==> config.mk <==
export PLATFORM = sky130hd
export DESIGN_NAME = hevc_fdct_2d
export DESIGN_NICKNAME = d
export VERILOG_FILES = /design/src/rtl/hevc_fdct_2d.sv
export SDC_FILE = /design/constraint.sdc
export NUM_CORES = 1
export LEC_CHECK = 0
export CAP_MARGIN = 10
export CORE_MARGIN = 2
export CORE_UTILIZATION = 40
export DETAILED_ROUTE_END_ITERATION = 10
export SYNTH_ARGS = -nofsm -noshare
export SYNTH_HDL_FRONTEND = slang
export SYNTH_SLANG_ARGS = --single-unit
export TNS_END_PERCENT = 100
==> constraint.sdc <==
create_clock -name clk -period 13.4 [get_ports clk]
set_input_delay 2.01 -clock clk [delete_from_list [all_inputs] [get_ports clk]]
set_output_delay 2.01 -clock clk [all_outputs]
set_load 0.01 [all_outputs]
==> src/rtl/hevc_fdct_2d.sv <==
// hevc_fdct_2d -- forward 2-D HEVC integer DCT of one N x N residual block.
//
// One shared 16x8 multiplier and a 32-bit accumulator walk the row pass
// T = X * C^T and then the column pass Y = C * T. Each output element costs
// N MAC cycles plus one write cycle, so a block takes 2*N^2*(N+1) cycles.
//
// Ports:
//   clk    rising-edge clock
//   reset  synchronous, active-high reset (aborts a running block)
//   start  request, sampled only while idle
//   x      residual block x[row][col], signed 16-bit, captured on accept
//   busy   high from accept until done
//   y      coefficient block y[k][col], signed 16-bit, held between blocks
//   done   one-cycle completion pulse
//   sat    (FDCT_SAT_STATUS_EN only) sticky flag: some write clipped
//
// Optional feature macro: FDCT_SAT_STATUS_EN adds the sat status port.

module hevc_fdct_2d #(
   parameter int N         = 4,
   parameter int BIT_DEPTH = 8
) (
   input  logic                      clk,
   input  logic                      reset,
   input  logic                      start,
   input  logic [N-1:0][N-1:0][15:0] x,
   output logic                      busy,
   output logic [N-1:0][N-1:0][15:0] y,
   output logic                      done
`ifdef FDCT_SAT_STATUS_EN
   ,
   output logic                      sat
`endif
);

   localparam int LOGN    = $clog2(N);
   localparam int SHIFT_1 = LOGN + BIT_DEPTH - 9;
   localparam int SHIFT_2 = LOGN + 6;
   localparam logic signed [31:0] RND_1 = 32'sd1 <<< (SHIFT_1 - 1);
   localparam logic signed [31:0] RND_2 = 32'sd1 <<< (SHIFT_2 - 1);
   localparam logic [LOGN-1:0]    LAST  = LOGN'(N - 1);

   typedef enum logic [2:0] {IDLE, ROW_MAC, ROW_WR, COL_MAC, COL_WR} state_t;

   // HEVC_DCTn_ROM entry C[k][n]. Every N-point matrix is a row subset of
   // the 32-point one: C_N[k][n] = C_32[k*32/N][n]. The 32-point entry is
   // 64*sqrt(2)*cos((2n+1)*k*pi/64) rounded per the standard, so it is
   // folded by symmetry onto one magnitude table indexed by the angle.
   function automatic logic signed [7:0] dct_coef(input int k, input int n);
      int m;
      int v;
      bit neg;
      if (k == 0) return 8'sd64;
      m = ((2*n + 1) * k * (32 / N)) % 128;
      if (m > 64) m = 128 - m;
      neg = (m > 32);
      if (neg) m = 64 - m;
      case (m)
         1: v = 90;   2: v = 90;   3: v = 90;   4: v = 89;
         5: v = 88;   6: v = 87;   7: v = 85;   8: v = 83;
         9: v = 82;  10: v = 80;  11: v = 78;  12: v = 75;
        13: v = 73;  14: v = 70;  15: v = 67;  16: v = 64;
        17: v = 61;  18: v = 57;  19: v = 54;  20: v = 50;
        21: v = 46;  22: v = 43;  23: v = 38;  24: v = 36;
        25: v = 31;  26: v = 25;  27: v = 22;  28: v = 18;
        29: v = 13;  30: v = 9;   31: v = 4;
         default: v = 0;
      endcase
      return neg ? 8'(-v) : 8'(v);
   endfunction

   logic signed [7:0] rom [N][N];
   for (genvar gk = 0; gk < N; gk++) begin : g_rom_k
      for (genvar gn = 0; gn < N; gn++) begin : g_rom_n
         assign rom[gk][gn] = dct_coef(gk, gn);
      end
   end

   state_t state, state_nxt;

   // Row pass: cnt_a = r, cnt_b = k. Column pass: cnt_a = k, cnt_b = c.
   // cnt_n is the MAC index (n in the row pass, i in the column pass).
   logic [LOGN-1:0]   cnt_a, cnt_b, cnt_n;
   logic signed [15:0] xbuf [N][N];
   logic signed [15:0] tbuf [N][N];
   logic signed [31:0] acc;

   logic accept, mac_en, wr_en, row_ph, last_mac, last_elem;

   // State register
   always_ff @(posedge clk) begin
      if (reset) state <= IDLE;
      else       state <= state_nxt;
   end

   // Next-state logic
   always_comb begin
      state_nxt = state;
      case (state)
         IDLE:    if (start)     state_nxt = ROW_MAC;
         ROW_MAC: if (last_mac)  state_nxt = ROW_WR;
         ROW_WR:  state_nxt = last_elem ? COL_MAC : ROW_MAC;
         COL_MAC: if (last_mac)  state_nxt = COL_WR;
         COL_WR:  state_nxt = last_elem ? IDLE : COL_MAC;
         default: state_nxt = IDLE;
      endcase
   end

   // Control decode
   always_comb begin
      accept    = (state == IDLE) && start;
      mac_en    = (state == ROW_MAC) || (state == COL_MAC);
      wr_en     = (state == ROW_WR)  || (state == COL_WR);
      row_ph    = (state == ROW_MAC) || (state == ROW_WR);
      last_mac  = (cnt_n == LAST);
      last_elem = (cnt_a == LAST) && (cnt_b == LAST);
   end

   // Operand select and product
   logic signed [7:0]  coef_sel;
   logic signed [15:0] dat_sel;
   logic signed [23:0] prod;

   always_comb begin
      coef_sel = row_ph ? rom[cnt_b][cnt_n]  : rom[cnt_a][cnt_n];
      dat_sel  = row_ph ? xbuf[cnt_a][cnt_n] : tbuf[cnt_n][cnt_b];
      prod     = dat_sel * coef_sel;
   end

   // Round, floor-shift and saturate the finished sum
   logic signed [31:0] rsum, rshift;
   logic signed [15:0] wr_val;

   always_comb begin
      rsum   = acc + (row_ph ? RND_1 : RND_2);
      rshift = row_ph ? (rsum >>> SHIFT_1) : (rsum >>> SHIFT_2);
      if (rshift > 32767)       wr_val = 16'sh7fff;
      else if (rshift < -32768) wr_val = 16'sh8000;
      else                      wr_val = rshift[15:0];
   end

`ifdef FDCT_SAT_STATUS_EN
   logic wr_clip;
   assign wr_clip = (rshift > 32767) || (rshift < -32768);
`endif

   // Block buffers carry no reset: they are always rewritten before use.
   always_ff @(posedge clk) begin
      if (accept) begin
         for (int r = 0; r < N; r++)
            for (int c = 0; c < N; c++)
               xbuf[r][c] <= $signed(x[r][c]);
      end
      if (wr_en && row_ph) tbuf[cnt_a][cnt_b] <= wr_val;
   end

   // Datapath, counters and registered outputs
   always_ff @(posedge clk) begin
      if (reset) begin
         busy  <= 1'b0;
         done  <= 1'b0;
         y     <= '0;
         acc   <= '0;
         cnt_a <= '0;
         cnt_b <= '0;
         cnt_n <= '0;
`ifdef FDCT_SAT_STATUS_EN
         sat   <= 1'b0;
`endif
      end else begin
         done <= 1'b0;
         if (accept) begin
            busy  <= 1'b1;
            cnt_a <= '0;
            cnt_b <= '0;
            cnt_n <= '0;
`ifdef FDCT_SAT_STATUS_EN
            sat   <= 1'b0;
`endif
         end
         if (mac_en) begin
            // first term loads so no separate clear cycle is needed
            acc   <= (cnt_n == '0) ? 32'(prod) : acc + 32'(prod);
            cnt_n <= cnt_n + 1'b1;
         end
         if (wr_en) begin
            if (!row_ph) y[cnt_a][cnt_b] <= wr_val;
            cnt_b <= cnt_b + 1'b1;
            if (cnt_b == LAST) cnt_a <= cnt_a + 1'b1;
            if (!row_ph && last_elem) begin
               done <= 1'b1;
               busy <= 1'b0;
            end
`ifdef FDCT_SAT_STATUS_EN
            if (wr_clip) sat <= 1'b1;
`endif
         end
      end
   end

endmodule
# Word-level counts from Yosys, hierarchy flattened
# Memories as Yosys holds them, arrays and structs flattened. A register that Yosys moved wholly into a read port is not among the register bits.
# Index checks and enable logic that the tools add are counted.
[totals] regBits=299 output_inout_bits=258 romBits=0 inputBits=259 memories=2 elab_cells=129 latch_bits=0 mem_bits_rw=512
[mem_list] name="tbuf" depth=4 width=64 rd=1 rd_ports_with_merged_regs=1 write_ports=1 line="85" source="logic signed [15:0] tbuf [N][N];"
[mem_list] name="xbuf" depth=4 width=64 rd=1 rd_ports_with_merged_regs=1 write_ports=4 line="84" source="logic signed [15:0] xbuf [N][N];"
[classes] eq_ne=10 div_mod_pow=0 order_cmp=10 addsub=5 bitwise_logic=5 mux=55 shift=0 mul=1 n_reduce_logical=18
[ops] op="$bwmux W256" n=1
[ops] op="$mux W32" n=5
[ops] op="$mux W16" n=9
[ops] op="$bmux W32 S2" n=2
[ops] op="$demux W64 S2" n=1
[ops] op="$mux W64" n=2
[ops] op="$bmux W16 S2" n=2
[ops] op="$demux W16 S2" n=2
[ops] op="$mux W8" n=6
[ops] op="$add A32 B24 Y32" n=1
[ops] op="$add A32 B9 Y32" n=1
[ops] op="$bmux W8 S2" n=2
[ops] op="$gt A31 B16 Y1 const B" n=1
[ops] op="$lt A31 B16 Y1 const B" n=1
[ops] op="$mux W30" n=1
[ops] op="$mul A16 B8 Y24" n=1
[ops] op="$mux W2" n=11
[ops] op="$pmux W3 S5" n=1
[ops] op="$ge A3 B3 Y1 const B" n=3
[ops] op="$mux W3" n=3
[ops] op="$not A2 Y3" n=3
[ops] op="$logic_and A1 B1 Y1" n=7
[ops] op="$mux W1" n=7
[ops] op="$add A2 B1 Y2 const B" n=3
[ops] op="17 further kinds" n=28

# Depth between registers and ports, before layout
# Gate-level depths: netlist (run 1).
[logic_depth] word_depth=11 mapped_depth=39 mapped_depth_nobuf=36

# Worst setup path after synthesis (run 1)
# No wires, ideal clock.
[synth_timing] kind="register -> register" start="register cnt_a[0]" end="register acc[31]" n_path_buf=3 t_arrival_ns=9.458 slack_ns=3.868 required_ns=13.326 period_less_slack_ns=9.532 path_stages_with_launch=32 setup_ns=0.074 cell_sequence="dfxtp_1 clkbuf_1 clkbuf_1 buf_1 mux4_2 mux4_2 mux2i_1 nor2_1 fa_1 inv_1 fa_1 inv_1 fa_1 inv_1 fa_1 inv_1 ha_1 o21a_1 a211oi_1 o211ai_1 a41oi_1 a21oi_1 o211ai_1 ha_1 a21oi_1 nor2b_1 a21oi_1 a211oi_1 o21ai_0 a31oi_1 mux4_2 a31oi_1"
[synth_via] elab_chain_len=11
[synth_rtl] item="start, declared" line="83" source="logic [LOGN-1:0] cnt_a, cnt_b, cnt_n;"
[synth_rtl] item="start signal, assigned" line="189" source="if (cnt_b == LAST) cnt_a <= cnt_a + 1'b1;"
[synth_rtl] item="$not A2 Y3 (not written as such) *" line="125" source="coef_sel = row_ph ? rom[cnt_b][cnt_n] : rom[cnt_a][cnt_n];"
[synth_rtl] item="$bmux W32 S2 *" line="125"
[synth_rtl] item="$mux W32 (not written as such) * (2 in series)" line="125"
[synth_rtl] item="$bmux W8 S2 *" line="125"
[synth_rtl] item="$mux W8 (not written as such) * (2 in series)" line="125"
[synth_rtl] item="$mux W8 *" line="125"
[synth_rtl] item="$mul A16 B8 Y24 *" line="127" source="prod = dat_sel * coef_sel;"
[synth_rtl] item="$add A32 B24 Y32" line="183" source="acc <= (cnt_n == '0) ? 32'(prod) : acc + 32'(prod);"
[synth_rtl] item="$mux W32 *" line="183"
[synth_rtl] item="end signal, assigned" line="183"
[synth_rtl] item="end, declared" line="86" source="logic signed [31:0] acc;"
# Every way passes the cells marked *; elsewhere a longest branch is shown, timed or not. The select of a mux whose other input is x is not followed.
# A chain may end at the register's enable or synchronous reset.

==> results.sh, run 1 <==
export IMPL_cts_tree="done"
export IMPL_yosysSeqAreaShare=0.5620
export IMPL_path_clk_slew_ps=60
export IMPL_antenna_left=0
export IMPL_start_kind="register"
export IMPL_htreeDepth=3
export IMPL_synth_fa_ha_area_frac=0.08523
export IMPL_die_w_um=312.5
export IMPL_route_detailed_drc=0
export IMPL_synth_seq_cells=813
export IMPL_dr_pass1_iters=6
export IMPL_hp_class="register to register"
export IMPL_synthTopCellsByCount="512 x edfxtp_1, 308 x nand2_1, 301 x dfxtp_1"
export IMPL_grt_use_total=0.2273
export IMPL_yosys_area_share_simple=0.08395
export IMPL_fmax_mhz=96.24
export IMPL_combPwrFrac=0.209
export IMPL_grt_pass1_vias=25150
export IMPL_synth_most_common_cell="edfxtp_1"
export IMPL_worst_clock_skew_ps=47.45
export IMPL_start_util=0.4020
export IMPL_cts_max_path_buffers=3
export IMPL_seq_area_um2=21410
export IMPL_grt_pass1_wl_um=166300
export IMPL_synth_compound_area_share=0.1078
export IMPL_cp_common_cell="fa_1"
export IMPL_postCtsSetupBuffers=0
export IMPL_ys_flop_type="edfxtp_1"
export IMPL_vdd_drop_max_mv=0.1036
export IMPL_status="complete, no violations"
export IMPL_fin_crit_sh=0.7754
export IMPL_rsz0062_at_grt="false"
export IMPL_die_h_um=312.5
export IMPL_cap_violations=0
export IMPL_syn_to_final_growth_pct=24.97
export IMPL_yosys_area_top_type_share=0.4037
export IMPL_portBuffers=516
export IMPL_fill_cells=8259
export IMPL_synth_edff_count=512
export IMPL_critPathRequiredTime_ps=13970
export IMPL_p_int_mw=4.829
export IMPL_finalSetupViolCount=0
export IMPL_gp_congestion=0.8561
export IMPL_pin_count=517
export IMPL_power_leakage_nw=16.89
export IMPL_cts_made_buffers=89
export IMPL_syn_area_per_cell_um2=13.00
export IMPL_p_clk_frac=0.369
export IMPL_power_switching_mw=2.100
export IMPL_antenna_found_initial=7
export IMPL_fin_nets=3863
export IMPL_crit_type="register to register"
export IMPL_wl_per_cell_um=23.67
export IMPL_grt_max_degree=123
export IMPL_cp_end_kind="register"
export IMPL_rows=113
export IMPL_syn_cell_area_um2=38080
export IMPL_yosysWarningCount=0
export IMPL_powerDensity_nw_per_um2=145.6
export IMPL_holdBufCountCts=0
export IMPL_root_buffer="clkbuf_16"
export IMPL_synth_top_family_by_area="compound AO/OA/AOI/OAI gates"
export IMPL_drtIter0Drc=2272
export IMPL_cts_resized=0
export IMPL_cp_slowest_cell="dfxtp_4"
export IMPL_clock_sinks=813
export IMPL_post_synth_xor_area_fraction=0.01518
export IMPL_dp_hpwl_um=77250
export IMPL_core_um2=94730
export IMPL_final_util=0.5024
export IMPL_switching_share=0.3031
export IMPL_routed_wl_um=112400
export IMPL_drive_above_1_share=0.1405
export IMPL_synth_net_count=3386
export IMPL_synth_cell_type_count=86
export IMPL_dieArea_um2=97680
export IMPL_arrival_ps=10960
export IMPL_max_stage_delay_ps=970
export IMPL_power_frac_seq=0.422
export IMPL_slew_limit_headroom=0.2197
export IMPL_period_minus_slack_ps=10390
export IMPL_cp_max_fo=47
export IMPL_synth_cells=2930
export IMPL_vias=25740
export IMPL_hold_viol_final=0
export IMPL_clk_latency_ps=690
export IMPL_slew_viol_final=0
export IMPL_grt_remaining_overflow=0
export IMPL_synthMuxAreaShare=0.1053
export IMPL_yosysTopAreaCell="edfxtp_1"
export IMPL_ys_top_cells_by_area="edfxtp_1 40%, dfxtp_1 16%, mux4_2 9.6%"
export IMPL_tns_ps=0
export IMPL_async_reset_ff_frac=0
export IMPL_multi_input_area_um2=15170
export IMPL_viasPerCell=5.419
export IMPL_worst_slew_pin_slew_ps=1138
-- layer usage --
metal	up-vias	global-route usage	part of all wire
met3	143	0.02946	0.051
met2	819	0.3921	0.51
met5	-	0	0
met4	0	0.06285	0.024
met1	13000	0.3018	0.41
li1	11780	-	-
-- cells by family (layout without fill, tap and decap cells) --
logic type | Yosys count | after routing
AO/OA/AOI/OAI | 569 | 569
AND/OR/NAND/NOR | 708 | 708
buffers and inverters | 379 | 930
adder cells (fa/ha/maj) | 197 | 197
XOR/XNOR | 66 | 66
multiplexers | 198 | 198
other | 0 | 4
flip-flops | 813 | 813
-- state kept, by name, summed over array words and instances (netlist names), named ones only --
| register | flops |
|---|---|
| state | 3 |
| y | 256 |
| acc | 32 |
| cnt_b | 2 |
| cnt_n | 2 |
| tbuf | 256 |
| xbuf | 256 |
| busy | 1 |
| cnt_a | 2 |
| done | 1 |
-- path summary, 6_finish.rpt --
| check | slack, ps | cells past startpoint | start | endpoint |
|---|---|---|---|---|
| setup / recovery | 3010 | 29 | register | acc[31] |
| hold / removal | 450 | 2 | y[251] | y[251] |
| setup reg to reg | 3010 | 29 | register | acc[31] |
| hold reg to reg | 450 | 2 | y[251] | y[251] |
-- layout by cell type, fill, tap and decap left out, types with 19 or more instances in the layout --
master / netlist / routed
a211oi_1: 40 / 40
a21oi_1: 85 / 85
and3_1: 44 / 44
buf_4: 1 / 63
clkbuf_16: 0 / 89
clkdlybuf4s50_1: 0 / 515
dfxtp_1: 301 / 296
edfxtp_1: 512 / 512
fa_1: 104 / 104
ha_1: 93 / 93
inv_1: 180 / 176
mux2i_1: 34 / 34
mux4_2: 162 / 162
nand2_1: 308 / 308
nand3_1: 36 / 36
nor2_1: 186 / 185
nor2b_1: 22 / 21
nor3_1: 31 / 30
o211ai_1: 19 / 19
o21ai_0: 84 / 84
o22ai_1: 163 / 163
o22ai_2: 49 / 49
xnor2_1: 47 / 46
xor2_1: 19 / 19
-- power groups by stage --
stage | registers [mW] | logic [mW] | clock network [mW]
floorplan | 2.95 | 0.959 | 0
global placement | 2.98 | 1.44 | 0
detailed placement | 2.98 | 1.44 | 0
CTS | 2.93 | 1.45 | 2.61
global route | 2.93 | 1.58 | 2.71
finish | 2.93 | 1.45 | 2.56
-- per-stage QoR --
stage          power (mW)  cells  setup WS (ps)  instance area (um2)  hold slack [ps]
6_report            6.929   4750           3009                47590            449.8
5_1_grt             7.227   4750           2303                47590            479.7
4_1_cts             6.980   4746           2895                47580            454.6
3_5_place_dp        4.422   4581           2963                44510            442.4
3_3_place_gp        4.417   4581           3048                44510            434.4
2_1_floorplan       3.908   2930           3868                38080            487.2
-- final cells by class --
type	count	area share
inverter	186	0.01493
clock buffer	105	0.04911
antenna	4	0.0002103
sequential	813	0.4500
clock inverter	60	0.01541
tap	1265	0.03326
timing repair buffer	579	0.1184
multi-input combinational	1738	0.3187
-- worst max-delay path: cells and delay by family (launching register included) --
family | cells | cell delay [ps]
flops | 1 | 970
compound gates | 12 | 2670
simple gates | 3 | 920
buf+inv | 4 | 650
mux | 4 | 2230
fa+ha+maj | 6 | 2780
Power figures use the tool's default switching activity.
==> inputs of run 2 (changes only) <==
==> constraint.sdc (replaced) <==
create_clock -name clk -period 9.25 [get_ports clk]
set_input_delay 1.3875 -clock clk [delete_from_list [all_inputs] [get_ports clk]]
set_output_delay 1.3875 -clock clk [all_outputs]
set_load 0.01 [all_outputs]
==> run 2 against run 1 <==
Via count up 1.7%. Cell count up 1.9%. Register-to-register slack worse by 2500 ps. Routed wire length up 1.6%. Die area unchanged. First-iteration DRC count up 7.2%. Clock skew down 11 ps. Setup slack worse by 2500 ps. Sequential cell count unchanged. Design area up 1.1%. Critical path type unchanged. Critical endpoint unchanged. Largest cell class unchanged. Largest power group unchanged.
==> results.sh, run 2 (same netlist as run 1, synthesis figures left out) <==
export IMPL_grt_pass1_vias=25520
export IMPL_grt_use_total=0.2282
export IMPL_dr_pass1_iters=5
export IMPL_core_um2=94730
export IMPL_cts_max_path_buffers=3
export IMPL_portBuffers=516
export IMPL_power_mw=9.788
export IMPL_powerDensity_nw_per_um2=203.4
export IMPL_rows=113
export IMPL_arrival_ps=9320
export IMPL_slew_limit_headroom=0.2286
export IMPL_tns_ps=0
export IMPL_slew_viol_final=0
export IMPL_finalSetupViolCount=0
export IMPL_vdd_drop_max_mv=0.1385
export IMPL_grt_max_degree=131
export IMPL_clock_sinks=813
export IMPL_htreeDepth=3
export IMPL_status="complete, no violations"
export IMPL_cp_end_kind="register"
export IMPL_fin_crit_sh=0.9446
export IMPL_cp_max_fo=15
export IMPL_route_detailed_drc=0
export IMPL_root_buffer="clkbuf_16"
export IMPL_cap_violations=0
export IMPL_hp_class="register to register"
export IMPL_largest_registers="tbuf: 256 flops, xbuf: 256 flops, y: 256 flops"
export IMPL_gp_congestion=0.8681
export IMPL_routed_wl_um=114200
export IMPL_worst_clock_skew_ps=36.58
export IMPL_power_leakage_nw=17.17
export IMPL_period_minus_slack_ps=8737
export IMPL_clk_latency_ps=680
export IMPL_hold_viol_final=0
export IMPL_drtIter0Drc=2436
export IMPL_path_clk_slew_ps=60
export IMPL_die_w_um=312.5
export IMPL_drive_above_1_share=0.1583
export IMPL_cts_tree="done"
export IMPL_fin_area_um2=48120
export IMPL_vias=26180
export IMPL_dieArea_um2=97680
export IMPL_antenna_left=0
export IMPL_antenna_found_initial=24
export IMPL_grt_remaining_overflow=0
export IMPL_fin_nets=3945
export IMPL_pin_count=517
export IMPL_wl_per_cell_um=23.60
export IMPL_layout_common_cells="515 x clkdlybuf4s50_1, 512 x edfxtp_1, 308 x nand2_1"
export IMPL_crit_type="register to register"
export IMPL_worst_slew_pin_slew_ps=1151
export IMPL_fmax_mhz=114.5
export IMPL_max_stage_delay_ps=540
export IMPL_start_util=0.4020
export IMPL_grt_pass1_wl_um=166100
export IMPL_cts_made_buffers=87
export IMPL_dp_hpwl_um=79790
export IMPL_cp_slowest_cell="mux4_2"
export IMPL_holdBufCountCts=0
export IMPL_critPathRequiredTime_ps=9840
export IMPL_die_h_um=312.5
export IMPL_syn_to_final_growth_pct=26.36
export IMPL_cp_common_cell="fa_1"
export IMPL_layout_commonest_cell="clkdlybuf4s50_1"
export IMPL_viasPerCell=5.412
export IMPL_start_kind="register"
export IMPL_dpl_cell_area_um2=45030
[run 2: cell count changes in the layout (fill, tap and decap cells not counted), sizes merged]
cell	before	now
buf	64	147
bufinv	12	3
clkbuf	105	120
clkinv	40	28
clkinvlp	2	4
diode	4	17
inv	192	188
[run 2: worst paths after layout]
kind	depth (start not counted)	start	end	slack, ps
setup reg to reg	31	register	acc[31]	510
setup / recovery	31	register	acc[31]	510
hold reg to reg	2	y[254]	y[254]	450
hold / removal	2	y[254]	y[254]	450
[run 2: final cells by class]
type,instances,area (um2)
flip-flops and latches,813,21410
fillers,8233,46610
repair buffers,663,6369
clock inverters,37,404.1
well taps,1265,1583
multi-input cells,1738,15220
clock buffers,119,2377
inverters,186,714.4
diodes,17,42.54
[run 2: through the flow]
step,worst slack [ps],hold slack [ps],std cells,util
6_report,512.6,449.0,4838,0.5080
3_5_place_dp,200.3,441.1,4643,0.4754
4_1_cts,132.0,455.4,4799,0.5047
3_3_place_gp,261.8,433.1,4643,0.4754
2_1_floorplan,76.71,487.2,2930,-
5_1_grt,-3.531,478.1,4838,0.5080
[run 2: per-layer routing]
layer	track usage	up-vias	share of wire
li1	-	11960	-
met1	0.2955	13080	0.41
met2	0.3858	919	0.50
met3	0.03119	224	0.055
met4	0.09613	0	0.039
met5	0	-	0
[run 2: critical path, delay by kind of cell, from the launching register on]
family,cells,cell delay [ps]
AO/OA/AOI/OAI,9,1790
adder cells (fa/ha/maj),6,2660
buffers and inverters,4,520
flip-flops,1,480
multiplexers,5,1950
AND/OR/NAND/NOR,7,1230
[run 2: power breakdown]
part / switching, mW / leakage [nW] / internal (mW)
combinational: 1.44 / 8.68 / 0.715
clock: 1.50 / 1.34 / 1.91
sequential: 0.0738 / 7.15 / 4.16
[run 2: what timing repair did]
action / 4_1_cts / 5_1_grt
endpoints found under the setup margin: 0 / 2
buffers inserted: 0 / 21
resized for setup: 0 / 19
==> RTL change, RTL diff (config.mk and constraints of run 2) <==
Put one more register stage on the output `y`, with the module's reset. The value now appears one clock later. The other outputs are not delayed to match.
--- a/src/rtl/hevc_fdct_2d.sv
+++ b/src/rtl/hevc_fdct_2d.sv
@@ -41,6 +41,8 @@
    localparam logic [LOGN-1:0]    LAST  = LOGN'(N - 1);
 
    typedef enum logic [2:0] {IDLE, ROW_MAC, ROW_WR, COL_MAC, COL_WR} state_t;
+
+   logic [N-1:0][N-1:0][15:0] y_s0;
 
    // HEVC_DCTn_ROM entry C[k][n]. Every N-point matrix is a row subset of
    // the 32-point one: C_N[k][n] = C_32[k*32/N][n]. The 32-point entry is
@@ -159,7 +161,7 @@
       if (reset) begin
          busy  <= 1'b0;
          done  <= 1'b0;
-         y     <= '0;
+         y_s0  <= '0;
          acc   <= '0;
          cnt_a <= '0;
          cnt_b <= '0;
@@ -184,7 +186,7 @@
             cnt_n <= cnt_n + 1'b1;
          end
          if (wr_en) begin
-            if (!row_ph) y[cnt_a][cnt_b] <= wr_val;
+            if (!row_ph) y_s0[cnt_a][cnt_b] <= wr_val;
             cnt_b <= cnt_b + 1'b1;
             if (cnt_b == LAST) cnt_a <= cnt_a + 1'b1;
             if (!row_ph && last_elem) begin
@@ -198,4 +200,12 @@
       end
    end
 
+   always_ff @(posedge clk) begin
+      if (reset) begin
+         y <= '0;
+      end else begin
+         y <= y_s0;
+      end
+   end
+
 endmodule
Check against the original RTL: not settled (the Yosys comparison gave no result); the edit may change what the design does.
==> RTL change against run 2 <==
Clock power grew 26%; synthesized cell count grew 18%; sequential power grew 26%; worst setup slack lost 29 ps; sequential share of layout area grew 3.5 points; core utilization shrank 0.71 points; synthesized area grew 17%; design area grew 15%; clock skew grew 11 ps; sequential cell count grew 256; total power grew 18%; wire length grew 5.2%.
==> RTL change: results (changes against run 2) <==
| Metric | Value |
|---|---|
| Nonclk buf count | 632 (was 663) |
| Non-clock inverter count | 329 (was 186) |
| Crit path DAT | 9310 ps (was 9320 ps) |
| Global-route wire length before repair | 176700 µm (was 166100 µm) |
| Vias in the first global route | 27.83k (was 25.52k) |
| ClkCell Share | 6.360% (was 5.780%) |
| HPWL after detailed placement | 82840 µm (was 79790 µm) |
| Clock Latency Late Sink | 710 ps (was 680 ps) |
| Pin count of the biggest net entering global routing | 186 (was 131) |
| Place WS | 278.5 ps (was 200.3 ps) |
| Register area share after synthesis | 59.71% (was 56.20%) |
| Mapped Nets | 3899 (was 3386) |
| Peak supply drop | 0.1434 mV (was 0.1385 mV) |
| Register share of the cell area | 48.01% (was 44.50%) |
| Worst slew margin | 23.69% (was 22.86%) |
| Die Width | 337.3 µm (was 312.5 µm) |
| Setup Skew | 48.05 ps (was 36.58 ps) |
| Antenna diodes | 12 (was 17) |
| Worst Hold Class | reg2reg (unchanged) |
| Clock buffers | 156 (was 119) |
| Fin area | 55280 µm² (was 48120 µm²) |
| Status | complete, no violations (unchanged) |
| DR vias/cell | 5.143 (was 5.412) |
| Layout cell share with drive strength beyond 1 | 12.81% (was 15.83%) |
| Top post-synthesis cells by area | edfxtp_1 35%, dfxtp_1 25%, mux4_2 8.2% (was edfxtp_1 40%, dfxtp_1 16%, mux4_2 9.6%) |
| Multi-In Gates | 1831 (was 1738) |
| Initial DRC Count | 1939 (was 2436) |
| Fraction of area in non-clock buffers | 11.22% (was 13.23%) |
| H-tree Lvls | 3 (unchanged) |
| Final wirelength | 120100 µm (was 114200 µm) |
| Global Route Usage Sum | 20.83% (was 22.82%) |
| Clock buffer count from CTS | 106 (was 87) |
| Primary FF master, synth | dfxtp_1 (was edfxtp_1) |
| Max FO, Critical Path | 20 (was 15) |
| Sink Count | 1069 (was 813) |
| Synth unique cells | 81 (was 86) |
| Post-place instance area | 51700 µm² (was 45030 µm²) |
| Nets | 4425 (was 3945) |
| Fillers | 9572 (was 8233) |
| Via total after detailed routing | 28.60k (was 26.18k) |
| Inst Count DP | 5348 (was 4643) |
| Gate count of the mapped netlist | 3443 (was 2930) |
| Leakage Power | 19.72 nW (was 17.17 nW) |
==> RTL change: cell count changes after synthesis, moves of 24 or more <==
cell and delta:
clkbuf_1 +33, a211oi_1 +57, o22ai_2 -49, nand2_1 -220, a21oi_1 -24, nor2b_1 +101
inv_1 +147, nor2_1 +255, o32ai_1 +150, dfxtp_1 +256, o21ai_0 -45, o22ai_1 -162
==> RTL change: logic make-up (layout without fill, tap and decap cells) <==
logic type | count (synthesis) | after routing | share of synthesized area [%]
buf+inv | 543 | 1160 | 4.678
xor+xnor | 71 | 71 | 1.417
fa+ha+maj | 197 | 197 | 7.306
flops | 1069 | 1069 | 59.71
mux | 192 | 192 | 8.872
other cells | 0 | 12 | 0
compound gates | 513 | 513 | 8.897
simple gates | 858 | 858 | 9.120
==> RTL change: path summary, 6_finish.rpt <==
path | from | endpoint | slack (ps) | depth (start not counted)
worst max register to register | flop | acc[31]$_SDFFE_PP0P_ | 480 | 32
worst min-delay path | y_s0[76]$_SDFFE_PP0P_ | y[76]$_SDFF_PP0_ | 430 | 2
worst max-delay path | flop | acc[31]$_SDFFE_PP0P_ | 480 | 32
worst min register to register | y_s0[76]$_SDFFE_PP0P_ | y[76]$_SDFF_PP0_ | 430 | 2
==> RTL change: metal layers <==
| layer | share of wire [%] | global-route usage [%] | vias up |
|---|---|---|---|
| met5 | 0.043 | 0 | - |
| met4 | 3.3 | 7.770 | 8 |
| met3 | 6.5 | 4.176 | 186 |
| met2 | 47 | 33.60 | 926 |
| met1 | 43 | 27.81 | 14085 |
| li1 | - | - | 13390 |
==> RTL change: power breakdown <==
group,total (mW),switching (mW),internal [mW]
registers,5.31,0.0653,5.25
clock network,4.30,1.85,2.45
logic,1.98,1.28,0.698
